**src/rtl/mem_ctrl_pkg.sv**
```systemverilog
// Shared constants and types for the external memory bus controller:
// access-length encodings, FSM states, requester ids and the UART address window.
package mem_ctrl_pkg;

    localparam int ADDR_WIDTH = 32;
    localparam int IF_BYTES   = 4;

    localparam logic [1:0] LEN_B = 2'd0;
    localparam logic [1:0] LEN_H = 2'd1;
    localparam logic [1:0] LEN_W = 2'd3;

    // Stores into this window go to the UART and must wait while its buffer is full
    localparam logic [1:0] IO_PREFIX = 2'b11;
    localparam int         IO_HI     = 17;
    localparam int         IO_LO     = 16;

    typedef enum logic [1:0] {
        IDLE  = 2'd0,
        READ  = 2'd1,
        WRITE = 2'd2
    } state_e;

    typedef enum logic {
        SRC_IF = 1'b0,
        SRC_LS = 1'b1
    } src_e;

    // Encoding 2 is illegal and is served as a full word
    function automatic logic [2:0] ls_bytes(input logic [1:0] len);
        case (len)
            LEN_B:   return 3'd1;
            LEN_H:   return 3'd2;
            default: return 3'd4;
        endcase
    endfunction

endpackage

```
**src/rtl/mem_ctrl_if.sv**
```systemverilog
// Request/response and memory-bus signals of mem_ctrl. The slave modport is the
// controller's view; the master modport is the view of the surrounding cpu/memory.
interface mem_ctrl_if;
    import mem_ctrl_pkg::*;

    logic                  rdy;
    logic                  clr;
    logic                  if_req;
    logic [ADDR_WIDTH-1:0] if_addr;
    logic                  if_done;
    logic [31:0]           if_data;
    logic                  ls_req;
    logic                  ls_wr;
    logic [1:0]            ls_len;
    logic [ADDR_WIDTH-1:0] ls_addr;
    logic [31:0]           ls_wdata;
    logic                  ls_done;
    logic [31:0]           ls_rdata;
    logic                  io_buffer_full;
    logic [7:0]            mem_din;
    logic [7:0]            mem_dout;
    logic [ADDR_WIDTH-1:0] mem_a;
    logic                  mem_wr;

    modport slave (
        input  rdy, clr, if_req, if_addr, ls_req, ls_wr, ls_len, ls_addr, ls_wdata,
               io_buffer_full, mem_din,
        output if_done, if_data, ls_done, ls_rdata, mem_dout, mem_a, mem_wr
    );

    modport master (
        output rdy, clr, if_req, if_addr, ls_req, ls_wr, ls_len, ls_addr, ls_wdata,
               io_buffer_full, mem_din,
        input  if_done, if_data, ls_done, ls_rdata, mem_dout, mem_a, mem_wr
    );

endinterface

```
**src/rtl/mem_ctrl.sv**
```systemverilog
// Arbitrates the 8-bit external memory bus between instruction fetch and load/store,
// serialising each request into byte accesses and reassembling read data.
module mem_ctrl
    import mem_ctrl_pkg::*;
(
    input  logic       clk,
    input  logic       rst,
    mem_ctrl_if.slave  bus
);

    state_e                state_q, state_d;
    src_e                  src_q, src_d;
    logic [ADDR_WIDTH-1:0] addr_q, addr_d;
    logic [31:0]           wdata_q, wdata_d;
    logic [2:0]            n_q, n_d;
    logic [2:0]            cnt_q, cnt_d;
    logic [2:0]            cap_q, cap_d;
    logic [31:0]           data_q, data_d;
    logic [ADDR_WIDTH-1:0] mem_a_q, mem_a_d;
    logic [7:0]            mem_dout_q, mem_dout_d;
    logic                  mem_wr_q, mem_wr_d;
    logic                  if_done_q, if_done_d;
    logic                  ls_done_q, ls_done_d;
    logic [31:0]           if_data_q, if_data_d;
    logic [31:0]           ls_rdata_q, ls_rdata_d;
    logic                  ls_io_blocked;

    assign ls_io_blocked = bus.ls_wr && (bus.ls_addr[IO_HI:IO_LO] == IO_PREFIX)
                           && bus.io_buffer_full;

    always_ff @(posedge clk) begin
        if (rst) begin
            state_q    <= IDLE;
            src_q      <= SRC_IF;
            addr_q     <= '0;
            wdata_q    <= '0;
            n_q        <= '0;
            cnt_q      <= '0;
            cap_q      <= '0;
            data_q     <= '0;
            mem_a_q    <= '0;
            mem_dout_q <= '0;
            mem_wr_q   <= 1'b0;
            if_done_q  <= 1'b0;
            ls_done_q  <= 1'b0;
            if_data_q  <= '0;
            ls_rdata_q <= '0;
        end else begin
            state_q    <= state_d;
            src_q      <= src_d;
            addr_q     <= addr_d;
            wdata_q    <= wdata_d;
            n_q        <= n_d;
            cnt_q      <= cnt_d;
            cap_q      <= cap_d;
            data_q     <= data_d;
            mem_a_q    <= mem_a_d;
            mem_dout_q <= mem_dout_d;
            mem_wr_q   <= mem_wr_d;
            if_done_q  <= if_done_d;
            ls_done_q  <= ls_done_d;
            if_data_q  <= if_data_d;
            ls_rdata_q <= ls_rdata_d;
        end
    end

    // cnt_q equals the cycle index inside a transaction; byte cnt_q-2 is on mem_din
    always_comb begin
        state_d    = state_q;
        src_d      = src_q;
        addr_d     = addr_q;
        wdata_d    = wdata_q;
        n_d        = n_q;
        cnt_d      = cnt_q;
        cap_d      = cap_q;
        data_d     = data_q;
        mem_a_d    = mem_a_q;
        mem_dout_d = mem_dout_q;
        mem_wr_d   = mem_wr_q;
        if_done_d  = if_done_q;
        ls_done_d  = ls_done_q;
        if_data_d  = if_data_q;
        ls_rdata_d = ls_rdata_q;

        if (bus.rdy) begin
            if_done_d = 1'b0;
            ls_done_d = 1'b0;
            case (state_q)
                IDLE: begin
                    // A done pulse means the requester has not yet dropped its req
                    if (!if_done_q && !ls_done_q) begin
                        if (bus.ls_req && !ls_io_blocked) begin
                            state_d    = bus.ls_wr ? WRITE : READ;
                            src_d      = SRC_LS;
                            addr_d     = bus.ls_addr;
                            wdata_d    = bus.ls_wdata;
                            n_d        = ls_bytes(bus.ls_len);
                            cnt_d      = 3'd1;
                            cap_d      = '0;
                            data_d     = '0;
                            mem_a_d    = bus.ls_addr;
                            mem_wr_d   = bus.ls_wr;
                            mem_dout_d = bus.ls_wr ? bus.ls_wdata[7:0] : 8'h00;
                        end else if (bus.if_req && !bus.clr) begin
                            state_d    = READ;
                            src_d      = SRC_IF;
                            addr_d     = bus.if_addr;
                            n_d        = 3'(IF_BYTES);
                            cnt_d      = 3'd1;
                            cap_d      = '0;
                            data_d     = '0;
                            mem_a_d    = bus.if_addr;
                            mem_wr_d   = 1'b0;
                            mem_dout_d = 8'h00;
                        end
                    end
                end
                READ: begin
                    if (src_q == SRC_IF && bus.clr) begin
                        state_d = IDLE;
                        mem_a_d = '0;
                    end else begin
                        cnt_d   = cnt_q + 3'd1;
                        mem_a_d = (cnt_q < n_q) ? addr_q + ADDR_WIDTH'(cnt_q) : '0;
                        if (cnt_q >= 3'd2) begin
                            data_d[{cap_q[1:0], 3'b000} +: 8] = bus.mem_din;
                            cap_d = cap_q + 3'd1;
                            if (cap_q == n_q - 3'd1) begin
                                state_d = IDLE;
                                if (src_q == SRC_IF) begin
                                    if_done_d = 1'b1;
                                    if_data_d = data_d;
                                end else begin
                                    ls_done_d  = 1'b1;
                                    ls_rdata_d = data_d;
                                end
                            end
                        end
                    end
                end
                WRITE: begin
                    if (cnt_q < n_q) begin
                        cnt_d      = cnt_q + 3'd1;
                        mem_a_d    = addr_q + ADDR_WIDTH'(cnt_q);
                        mem_dout_d = wdata_q[{cnt_q[1:0], 3'b000} +: 8];
                        mem_wr_d   = 1'b1;
                    end else begin
                        state_d    = IDLE;
                        mem_a_d    = '0;
                        mem_dout_d = 8'h00;
                        mem_wr_d   = 1'b0;
                        ls_done_d  = 1'b1;
                    end
                end
                default: state_d = IDLE;
            endcase
        end
    end

    assign bus.mem_a    = mem_a_q;
    assign bus.mem_dout = mem_dout_q;
    assign bus.mem_wr   = mem_wr_q;
    assign bus.if_done  = if_done_q;
    assign bus.if_data  = if_data_q;
    assign bus.ls_done  = ls_done_q;
    assign bus.ls_rdata = ls_rdata_q;

endmodule
```
**src/flat_wrapper.sv**
```systemverilog
// flat-port wrapper written by rule: the top's interface ports become plain ports
module mem_ctrl_flat import mem_ctrl_pkg::*;
  (clk, rst, bus_rdy, bus_clr, bus_if_req, bus_if_addr, bus_ls_req, bus_ls_wr, bus_ls_len, bus_ls_addr, bus_ls_wdata, bus_io_buffer_full, bus_mem_din, bus_if_done, bus_if_data, bus_ls_done, bus_ls_rdata, bus_mem_dout, bus_mem_a, bus_mem_wr);
  mem_ctrl_if bus_i ();
  input  logic clk;
  input  logic rst;
  input wire logic [$bits(bus_i.rdy)-1:0] bus_rdy;
  input wire logic [$bits(bus_i.clr)-1:0] bus_clr;
  input wire logic [$bits(bus_i.if_req)-1:0] bus_if_req;
  input wire logic [$bits(bus_i.if_addr)-1:0] bus_if_addr;
  input wire logic [$bits(bus_i.ls_req)-1:0] bus_ls_req;
  input wire logic [$bits(bus_i.ls_wr)-1:0] bus_ls_wr;
  input wire logic [$bits(bus_i.ls_len)-1:0] bus_ls_len;
  input wire logic [$bits(bus_i.ls_addr)-1:0] bus_ls_addr;
  input wire logic [$bits(bus_i.ls_wdata)-1:0] bus_ls_wdata;
  input wire logic [$bits(bus_i.io_buffer_full)-1:0] bus_io_buffer_full;
  input wire logic [$bits(bus_i.mem_din)-1:0] bus_mem_din;
  output wire logic [$bits(bus_i.if_done)-1:0] bus_if_done;
  output wire logic [$bits(bus_i.if_data)-1:0] bus_if_data;
  output wire logic [$bits(bus_i.ls_done)-1:0] bus_ls_done;
  output wire logic [$bits(bus_i.ls_rdata)-1:0] bus_ls_rdata;
  output wire logic [$bits(bus_i.mem_dout)-1:0] bus_mem_dout;
  output wire logic [$bits(bus_i.mem_a)-1:0] bus_mem_a;
  output wire logic [$bits(bus_i.mem_wr)-1:0] bus_mem_wr;
  assign bus_i.rdy = bus_rdy;
  assign bus_i.clr = bus_clr;
  assign bus_i.if_req = bus_if_req;
  assign bus_i.if_addr = bus_if_addr;
  assign bus_i.ls_req = bus_ls_req;
  assign bus_i.ls_wr = bus_ls_wr;
  assign bus_i.ls_len = bus_ls_len;
  assign bus_i.ls_addr = bus_ls_addr;
  assign bus_i.ls_wdata = bus_ls_wdata;
  assign bus_i.io_buffer_full = bus_io_buffer_full;
  assign bus_i.mem_din = bus_mem_din;
  assign bus_if_done = bus_i.if_done;
  assign bus_if_data = bus_i.if_data;
  assign bus_ls_done = bus_i.ls_done;
  assign bus_ls_rdata = bus_i.ls_rdata;
  assign bus_mem_dout = bus_i.mem_dout;
  assign bus_mem_a = bus_i.mem_a;
  assign bus_mem_wr = bus_i.mem_wr;
  mem_ctrl u_core (.clk(clk), .rst(rst), .bus(bus_i));
endmodule
```
**config.mk**
```make
export PLATFORM = sky130hd
export DESIGN_NAME = mem_ctrl_flat
export DESIGN_NICKNAME = d
export VERILOG_FILES = /design/src/rtl/mem_ctrl_pkg.sv /design/src/rtl/mem_ctrl_if.sv /design/src/rtl/mem_ctrl.sv /design/src/flat_wrapper.sv
export SDC_FILE = /design/constraint.sdc
export NUM_CORES = 1
export LEC_CHECK = 0
export ABC_AREA = 1
export CORE_MARGIN = 5
export CORE_UTILIZATION = 30
export CTS_CLUSTER_SIZE = 12
export DETAILED_ROUTE_END_ITERATION = 10
export GPL_TIMING_DRIVEN = 0
export PLACE_DENSITY = 0.62
export SKIP_CTS_REPAIR_TIMING = 1
export SLEW_MARGIN = 10
export SYNTH_ARGS = -nofsm -noshare
export SYNTH_HDL_FRONTEND = slang
export SYNTH_SLANG_ARGS = --single-unit
export TNS_END_PERCENT = 10
```
**constraint.sdc**
```tcl
create_clock -name clk -period 2.2 [get_ports clk]
set_input_delay 0.55 -clock clk [delete_from_list [all_inputs] [get_ports clk]]
set_output_delay 0.55 -clock clk [all_outputs]
set_load 0.05 [all_outputs]
```
==> results.json <==
{
  "rsz0062_at_grt": "true",
  "worstRegToRegCells": 10,
  "core_area_sq_um": 35740,
  "multi_input_area_sq_um": 5595,
  "fin_crit_sh_pct": 98.27,
  "cts_buffers": 26,
  "die_area_sq_um": 40330,
  "synthArstFlopShare_pct": 0,
  "rows": 69,
  "synth_mux_area_share_pct": 0,
  "synth_cells": 1650,
  "firstDrtPassIters": 5,
  "outcome": "finished clean",
  "antenna_found_initial": 1,
  "area_growth_pct": 38.29,
  "endpoint_kind": "register",
  "synth_top_area_share_pct": 39.40,
  "crit_chain": "inv_1, ha_1, xnor2_1, nor2_2, and2_1, buf_6, nand3_4, buf_2, o21ai_0, nor2_1",
  "synth_area_leaders": "dfxtp_1 39%, nor2_1 11%, nand2_1 11%",
  "cts_tree": "built",
  "nFillCells": 3704,
  "synthesis.nets": 1783,
  "synth_top_family_by_area": "simple AND/OR/NAND/NOR gates",
  "synth_cell_types": 38,
  "path_depth": 10,
  "startpoint_type": "register",
  "syn_avg_cell_area_sq_um": 6.620,
  "synth_most_common_cell": "nor2_1",
  "synth-simple-area-share_pct": 28.42,
  "synth_compound_area_share_pct": 18.02,
  "hold_class": "reg2reg",
  "grt_pass1_vias": 11180,
  "cts.sinks": 215,
  "crit_buf_inv": 3,
  "num_vias": 11490,
  "leakagePower_nw": 7.836,
  "synth-seq-cells": 215,
  "p_per_area_nw_per_um2": 789.1,
  "ir_drop_v": 0.0005569,
  "grt_first_pass_wirelength_microns": 62940,
  "ys_warn_count": 0,
  "antenna_left": 0,
  "grt_usage_pct": 19.00,
  "root_buffer": "clkbuf_16",
  "slowest_delay_ns": 0.38,
  "tightest_slew_ns": 0.8990,
  "synthXorXnorAreaFrac_pct": 0.8018,
  "io_pins": 221,
  "clk_pin_slew_ns": 0.06,
  "fin_hold_ws_ns": 0.4571,
  "max_freq_ghz": 0.4625,
  "synthAdderAreaFrac_pct": 2.245,
  "finalWirelength_microns": 40450,
  "die_h_microns": 200.8,
  "required_ns": 2.63,
  "maxSlewViolCount": 0,
  "drv_cap": 0,
  "final-seq-area_sq_um": 4308,
  "critPathTopFamily": "simple AND/OR/NAND/NOR gates",
  "critPathMaxFanout": 10,
  "worst_skew_pair.late_latency_ns": 0.54,
  "synth_common_cells": "323 x nor2_1, 315 x nand2_1, 215 x dfxtp_1",
  "post-route-drc-count": 0,
  "syn_area_sq_um": 10920,
  "final_nets": 2031,
  "max_slew_margin_pct": 40.07,
  "slowest_stage": "dfxtp_1",
  "cts-htree-levels": 1,
  "synth_top_flop_cell": "dfxtp_1",
  "die_w_microns": 200.8,
  "hold_viol_final": 0,
  "finalPower_mw": 11.92,
  "setup_viol": 0,
  "min_period_ns": 2.162,
  "grt_max_degree": 14,
  "vias_per_cell": 4.827,
  "synth_top_area_cell": "dfxtp_1",
  "initial_core_util_pct": 30.56,
  "clk_path_buf_depth": 3,
  "dp_hpwl_microns": 30940,
  "arrival_ns": 2.59,
  "drive_gt1_share_pct": 8.811,
  "wire_per_inst_microns": 16.99,
  "grt_overflow": 0,
  "criticalPathCategory": "reg2reg",
  "fin_skew_ns": 0.01653,
  "io_buffers": 220,
  "synth_edf_count": 0,
  "gp_congestion": 0.9643,
  "ys_seq_area_share_pct": 39.40,
  "holdPathStages": 2,
  "dr.first_iter.drc_count": 790
}
[routing by layer]
layer	global-route usage [%]	wire length, microns	vias up
met3	3.183	2060	56
li1	-	-	5806
met4	4.843	998	0
met5	0	0	-
met1	24.41	17880	5288
met2	33.26	19500	338
[through the flow]
stage | area, sq um | utilization (%) | std cells | TNS (ns) | setup slack [ns]
floorplan | 10920 | - | 1650 | 0 | 0.2848
global placement | 13700 | 38.34 | 2331 | -72.57 | -0.6083
detailed placement | 13700 | 38.34 | 2331 | -73.43 | -0.5809
CTS | 14600 | 40.84 | 2379 | -19.92 | -0.3631
global route | 15110 | 42.26 | 2380 | -1.425 | -0.08175
finish | 15110 | 42.26 | 2380 | 0 | 0.03800
[cell usage in the layout, fill, tap and decap left out, drive strengths merged, types with 4 or more instances in the layout]
| cell | netlist | final |
|---|---|---|
| nand2 | 321 | 321 |
| nand4 | 44 | 44 |
| dlymetal6s2s | 0 | 108 |
| o211ai | 4 | 4 |
| buf | 56 | 57 |
| clkbuf | 37 | 70 |
| clkinvlp | 0 | 4 |
| nor3 | 11 | 11 |
| a21oi | 120 | 120 |
| clkdlybuf4s50 | 0 | 112 |
| a211oi | 32 | 32 |
| nor2 | 329 | 329 |
| ha | 18 | 18 |
| clkinv | 2 | 9 |
| xnor2 | 7 | 7 |
| nand3 | 47 | 47 |
| o22ai | 18 | 18 |
| o21ai | 187 | 187 |
| inv | 189 | 189 |
| dfxtp | 215 | 215 |
[cell type report]
| cell class | instances | area share, % |
|---|---|---|
| tap | 461 | 3.818 |
| inverter | 191 | 4.788 |
| sequential | 215 | 28.52 |
| buffer | 91 | 3.429 |
| multi-input combinational | 1151 | 37.04 |
| timing repair buffer | 222 | 16.47 |
| clock buffer | 34 | 4.837 |
| antenna | 1 | 0.01657 |
| clock inverter | 14 | 1.085 |
[final timing paths]
path                      start                      end  slack, ns
max               u_core.n_q[0]  u_core.bus.ls_rdata[30]       0.04
min          u_core.wdata_q[15]       u_core.wdata_q[15]       0.46
max reg2reg       u_core.n_q[0]  u_core.bus.ls_rdata[30]       0.04
min reg2reg  u_core.wdata_q[15]       u_core.wdata_q[15]       0.46
[power by group]
part / total (mW) / leakage [nW] / switching, mW / internal (mW)
sequential: 4.45 / 1.76 / 0.222 / 4.23
combinational: 3.00 / 5.64 / 1.95 / 1.05
clock: 4.47 / 0.437 / 1.77 / 2.69
total: 11.9 / 7.84 / 3.95 / 7.98
[cell families (layout without fill, tap and decap cells)]
family	count (synthesis)	in the layout
DFF	215	215
adders and majority gates	19	19
other	0	1
AOI/OAI and AO/OA	364	364
xor gates and xnor gates	10	10
buffers and inverters	284	552
and+or+nand+nor	758	758
[flip-flops by register name, indices dropped and copies added (netlist names), 2 cells and up]
| name | cells |
|---|---|
| u_core.state_q | 2 |
| u_core.bus.mem_dout | 8 |
| u_core.cnt_q | 3 |
| u_core.bus.if_data | 32 |
| u_core.cap_q | 3 |
| u_core.data_q | 32 |
| u_core.bus.ls_rdata | 32 |
| u_core.addr_q | 32 |
| u_core.n_q | 3 |
| u_core.wdata_q | 32 |
| u_core.bus.mem_a | 32 |
[worst min-delay path: cells and delay by family, from the launching register on]
family,cells,cell delay (ns)
buffers and inverters,1,0.06
flip-flops,1,0.29
AO/OA/AOI/OAI,1,0.06
No activity file was read; power rests on OpenSTA's default activity.
